--- config.mk ---
export PLATFORM = sky130hd
export DESIGN_NAME = div_seq_ctrl
export DESIGN_NICKNAME = d
export VERILOG_FILES = /design/src/rtl/div_seq_ctrl.sv
export SDC_FILE = /design/constraint.sdc
export NUM_CORES = 1
export LEC_CHECK = 0
export ABC_AREA = 1
export BUFFER_PORTS_ARGS = -buffer_cell sky130_fd_sc_hd__buf_2
export CORE_AREA = 2 2 99 101
export CTS_CLUSTER_DIAMETER = 200
export DETAILED_ROUTE_END_ITERATION = 10
export DIE_AREA = 0 0 101 103
export PLACE_DENSITY = 0.84
export SYNTH_ARGS = -nofsm -noshare
export SYNTH_HDL_FRONTEND = slang
export SYNTH_SLANG_ARGS = --single-unit
--- constraint.sdc ---
create_clock -name clk -period 5.37 [get_ports clk]
set_input_delay 0.537 -clock clk [delete_from_list [all_inputs] [get_ports clk]]
set_output_delay 0.537 -clock clk [all_outputs]
set_load 0.05 [all_outputs]
--- src/rtl/div_seq_ctrl.sv ---
// div_seq_ctrl: sequencer in front of the radix-4 long divider.
// It accepts one RV32M DIV/DIVU/REM/REMU op and strobes the divider with
// d_init, then ITERS e_advance cycles, then one e_last cycle.
// It applies the RISC-V divide-by-zero and signed-overflow results, then
// registers the final result with a one-cycle done pulse.
// Optional feature macro: DIV_FAST_SPECIAL_EN. When it is defined, special
// cases jump from IDLE straight to DONE, so the result is ready one cycle
// after the request.
module div_seq_ctrl #(
    parameter int XLEN  = 32,
    parameter int ITERS = 16
) (
    input  logic            clk,
    input  logic            rst,
    input  logic            div_req,
    input  logic [1:0]      div_op,
    input  logic [XLEN-1:0] div_rs1,
    input  logic [XLEN-1:0] div_rs2,
    input  logic            div_flush,
    output logic            div_busy,
    output logic            div_done,
    output logic [XLEN-1:0] div_result,
    output logic            d_init,
    output logic            e_advance,
    output logic            e_last,
    output logic [XLEN-1:0] dividend,
    output logic [XLEN-1:0] divisor,
    output logic            unsign,
    input  logic [XLEN-1:0] quot,
    input  logic [XLEN-1:0] remd
);

    localparam int CW = $clog2(ITERS);

    typedef enum logic [1:0] {
        S_IDLE = 2'd0,
        S_ITER = 2'd1,
        S_LAST = 2'd2,
        S_DONE = 2'd3
    } state_t;

    state_t          state_r;
    logic [CW-1:0]   cnt_r;
    logic [1:0]      op_r;
    logic [XLEN-1:0] rs1_r;
    logic            div0_r;
    logic            ovf_r;
    logic            busy_r;
    logic            done_r;
    logic            adv_r;
    logic            last_r;
    logic [XLEN-1:0] result_r;

    logic            accept_s;
    logic            div0_s;
    logic            ovf_s;

    // Final value: the special cases win over the divider outputs, and op[1]
    // picks the remainder instead of the quotient.
    function automatic logic [XLEN-1:0] select_result(
        input logic [1:0]      op,
        input logic [XLEN-1:0] q,
        input logic [XLEN-1:0] r,
        input logic            div0,
        input logic            ovf,
        input logic [XLEN-1:0] a
    );
        logic [XLEN-1:0] res;
        if (div0) begin
            res = op[1] ? a : {XLEN{1'b1}};
        end else if (ovf) begin
            res = op[1] ? {XLEN{1'b0}} : {1'b1, {(XLEN-1){1'b0}}};
        end else begin
            res = op[1] ? r : q;
        end
        return res;
    endfunction

    // Decide whether to accept the request and classify the special cases.
    // Overflow applies only to the signed ops (op[0]=0).
    always_comb begin
        accept_s = ~rst & (state_r == S_IDLE) & div_req & ~div_flush;
        div0_s   = (div_rs2 == {XLEN{1'b0}});
        ovf_s    = ~div_op[0]
                 & (div_rs1 == {1'b1, {(XLEN-1){1'b0}}})
                 & (div_rs2 == {XLEN{1'b1}});
    end

    // Main sequencer FSM. It also registers busy, the divider strobes, done
    // and the result.
    always_ff @(posedge clk or posedge rst) begin
        if (rst) begin
            state_r  <= S_IDLE;
            cnt_r    <= {CW{1'b0}};
            op_r     <= 2'b00;
            rs1_r    <= {XLEN{1'b0}};
            div0_r   <= 1'b0;
            ovf_r    <= 1'b0;
            busy_r   <= 1'b0;
            done_r   <= 1'b0;
            adv_r    <= 1'b0;
            last_r   <= 1'b0;
            result_r <= {XLEN{1'b0}};
        end else begin
            done_r <= 1'b0;
            case (state_r)
                S_IDLE: begin
                    if (accept_s) begin
                        op_r   <= div_op;
                        rs1_r  <= div_rs1;
                        div0_r <= div0_s;
                        ovf_r  <= ovf_s;
                        cnt_r  <= {CW{1'b0}};
                        busy_r <= 1'b1;
`ifdef DIV_FAST_SPECIAL_EN
                        if (div0_s | ovf_s) begin
                            state_r  <= S_DONE;
                            done_r   <= 1'b1;
                            result_r <= select_result(div_op, quot, remd,
                                                      div0_s, ovf_s, div_rs1);
                        end else begin
                            state_r <= S_ITER;
                            adv_r   <= 1'b1;
                        end
`else
                        state_r <= S_ITER;
                        adv_r   <= 1'b1;
`endif
                    end else begin
                        state_r <= S_IDLE;
                    end
                end
                S_ITER: begin
                    if (div_flush) begin
                        state_r <= S_IDLE;
                        busy_r  <= 1'b0;
                        adv_r   <= 1'b0;
                    end else if (cnt_r == CW'(ITERS - 1)) begin
                        state_r <= S_LAST;
                        adv_r   <= 1'b0;
                        last_r  <= 1'b1;
                    end else begin
                        cnt_r <= cnt_r + CW'(1);
                    end
                end
                S_LAST: begin
                    if (div_flush) begin
                        state_r <= S_IDLE;
                        busy_r  <= 1'b0;
                        last_r  <= 1'b0;
                    end else begin
                        state_r  <= S_DONE;
                        last_r   <= 1'b0;
                        done_r   <= 1'b1;
                        result_r <= select_result(op_r, quot, remd,
                                                  div0_r, ovf_r, rs1_r);
                    end
                end
                S_DONE: begin
                    state_r <= S_IDLE;
                    busy_r  <= 1'b0;
                end
                default: begin
                    state_r <= S_IDLE;
                    busy_r  <= 1'b0;
                    adv_r   <= 1'b0;
                    last_r  <= 1'b0;
                end
            endcase
        end
    end

    assign div_busy   = busy_r;
    assign div_done   = done_r;
    assign div_result = result_r;
    assign d_init     = accept_s;
    assign e_advance  = adv_r;
    assign e_last     = last_r;
    assign dividend   = accept_s ? div_rs1 : {XLEN{1'b0}};
    assign divisor    = accept_s ? div_rs2 : {XLEN{1'b0}};
    assign unsign     = accept_s ? div_op[0] : op_r[0];

endmodule

==> impl_metrics.yaml <==
yosys:
  synth_top_area_share_pct: 43.8
  yosys-top-cells-area: "dfrtp_1 44%, nor2_1 11%, o21ai_0 10%, nand2_1 6.8%, inv_1 6.4%"
  synth_warnings: 0
  seq_area_frac_synth_pct: 43.8
  ys_ff_latch: 78
  syn_nets: 744
  netlist_instances: 606
  synth_cell_types: 26
  syn_area_sq_um: 4450
  synth_largest_area_cell: "dfrtp_1"
  synth.avg_cell_area_sq_um: 7.35
power_and_ir_drop:
  power.static_leakage_nw: 3.19
  irDropWorstVdd_mv: 0.130
  p_per_area_nw_per_um2: 278
layout:
  final_common_cell: "buf_2"
  final_nets: 956
  final_util_pct: 61.8
  fin_cells: 937
  fin_area_sq_um: 5840
  ff_latch_area_sq_um: 1950
  multi_input_area_sq_um: 2020
  mostFrequentLayoutCells: "235 x buf_2, 126 x nor2_1, 91 x o21ai_0"
  fill_cells: 910
  areaGrowthSynthToFinish_pct: 31.2
  diodes: 0
  drive_gt1_share_pct: 31.6
worst_setup_path:
  worstPathCellList: "inv_1, ha_1, nand4_4, o21ai_0, buf_2"
  critPathCaptureType: "output pin"
  critPathTopFamily: "simple AND/OR/NAND/NOR gates"
  crit_buf_inv: 2
  crit_fanout: 82
  critical-path-max-stage-delay_ns: 0.81
  worstPathArrival_ns: 2.72
  crit_slowest_cell: "nand4_4"
  critPathKind: "flip-flop to output pin"
  cp-startpoint: "state_r[1]"
  r2r-start: "state_r[1]"
  cp-start-kind: "flip-flop"
  worstPathRequired_ns: 4.83
hold_path:
  min-delay-start: "div_op[1]"
  holdCritPathClass: "primary input to flip-flop"
timing:
  tns_ns: 0
  worst_clock_skew_ns: 0.0105
  setup_ws_ns: 2.12
  finalSetupViolCount: 0
  hold_viol: 0
  rsz0062_at_grt: "false"
  max_freq_mhz: 307
  final.min_clock_period_ns: 3.25
  drv_slew: 0
  fin_crit_sh_pct: 60.6
  tightest_slew_ns: 1.18
  slew_headroom_pct: 21.4
routing:
  firstDrtPassIters: 5
  first_iter_violations: 182
  routedWlPerCell_um: 13.3
  drc: 0
  ant_nets: 0
  vias: 4664
  vias_per_cell: 4.98
  drt_wl_total_um: 12400
floorplan:
  core_area_sq_um: 9460
  initial_core_util_pct: 47.1
  die_h_um: 103
  die_x_um: 101
  fp.dieArea_sq_um: 10400
  ioPinCount: 236
  rows: 36
placement:
  dp_hpwl_um: 9140
  place.port_buffers: 235
  place_area_sq_um: 5610
  gp_congestion: 0.876
  dp_slack_ns: 2.48
  numPlacedInstances: 921
grt:
  grt_antenna_before_repair: 0
  grt_use_total_pct: 22.9
  overflow: 0
  grt_pass1_wl_um: 18800
  grt_start_max_net_pins: 83
  grt_pass1_vias: 3998
cts:
  htree_levels: 3
  postCtsSetupBuffers: 0
  clkSinkCount: 78
  root_buffer: "clkbuf_8"
  clock_latency_ns: 0.35
  cts-buffers-inserted: 9
  cts_tree: "done"
  hold_buffers: 0
  clock_path_buffers: 2
  clk_pin_slew_ns: 0.08
  cts_resized: 0
outcome:
  outcome: "complete, no violations"
flow_run:
  maxCapViolCount: 0
state kept, by name (all words and copies together) (netlist names):
signal      count
ovf_r           1
e_advance       1
div0_r          1
div_done        1
rs1_r          32
div_busy        1
div_result     32
cnt_r           4
state_r         2
e_last          1
op_r            2
worst register-to-register path, stage by stage (launching register included):
cell and delay, ns:
dfrtp_1 0.39, inv_1 0.10, ha_1 0.30, nand4_4 0.81, buf_4 0.63, nand2_1 0.13, o21ai_0 0.09
cell usage after synthesis:
library cell  count
dfrtp_1          78
a31oi_1          31
o22ai_1           1
o311ai_1          1
buf_2             8
nor3_1            1
o21ai_0          91
nand4_2           1
inv_2             2
nand4_1          11
nand2_1          81
o211ai_1          1
inv_1            76
nor3_4            1
nor2_1          128
clkbuf_1         15
nand2_2           1
buf_6             2
o21bai_1          1
o21ai_1          15
xor2_1            1
nand3_1          11
buf_4            12
a21oi_1           1
ha_1              4
o21a_1           31
cell families (layout without fill, tap and decap cells):
group | after synthesis | count (layout) | synth area share (%)
simple gates | 235 | 235 | 21.3
compound gates | 173 | 173 | 22.3
buf+inv | 115 | 332 | 11.3
flops | 78 | 78 | 43.8
fa+ha+maj | 4 | 4 | 1.12
xor+xnor | 1 | 1 | 0.197
through the flow:
| step | power, mW | hold WS (ns) |
|---|---|---|
| after CTS | 1.64 | 0.401 |
| after detailed placement | 1.11 | 0.468 |
| final | 1.63 | 0.408 |
| after global placement | 1.10 | 0.461 |
| after floorplan | 0.982 | 0.443 |
| after global routing | 1.71 | 0.413 |
report_power, final:
part	internal, mW	leakage, nW	switching, mW	total (mW)
Combinational	0.126	2.12	0.275	0.401
Sequential	0.650	0.955	0.0476	0.697
Clock	0.311	0.114	0.218	0.529
layer usage:
| metal | vias to the layer above | global-route usage, % | wire [um] |
|---|---|---|---|
| met1 | 2089 | 29.4 | 5510 |
| met4 | 0 | 6.34 | 172 |
| met3 | 16 | 4.00 | 763 |
| li1 | 2398 | - | - |
| met2 | 161 | 40.1 | 5970 |
| met5 | - | 0 | 0 |
area by class of cell:
cell class / instances / area share (%)
Sequential cell: 78 / 33.4
Tap cell: 114 / 2.44
Multi-Input combinational cell: 413 / 34.5
Inverter: 78 / 5.03
Timing Repair Buffer: 238 / 20.5
Clock inverter: 5 / 1.82
Clock buffer: 11 / 2.25
worst paths after layout:
check,depth (start not counted),endpoint,slack [ns]
setup / recovery,5,unsign,2.12
hold / removal,3,op_r[1],0.41
setup reg to reg,6,rs1_r[23],2.79
hold reg to reg,2,op_r[0],0.48
max in group asynchronous,3,rs1_r[9],4.18
min in group asynchronous,3,div_busy,0.54
(Power assumes the default switching activity.)
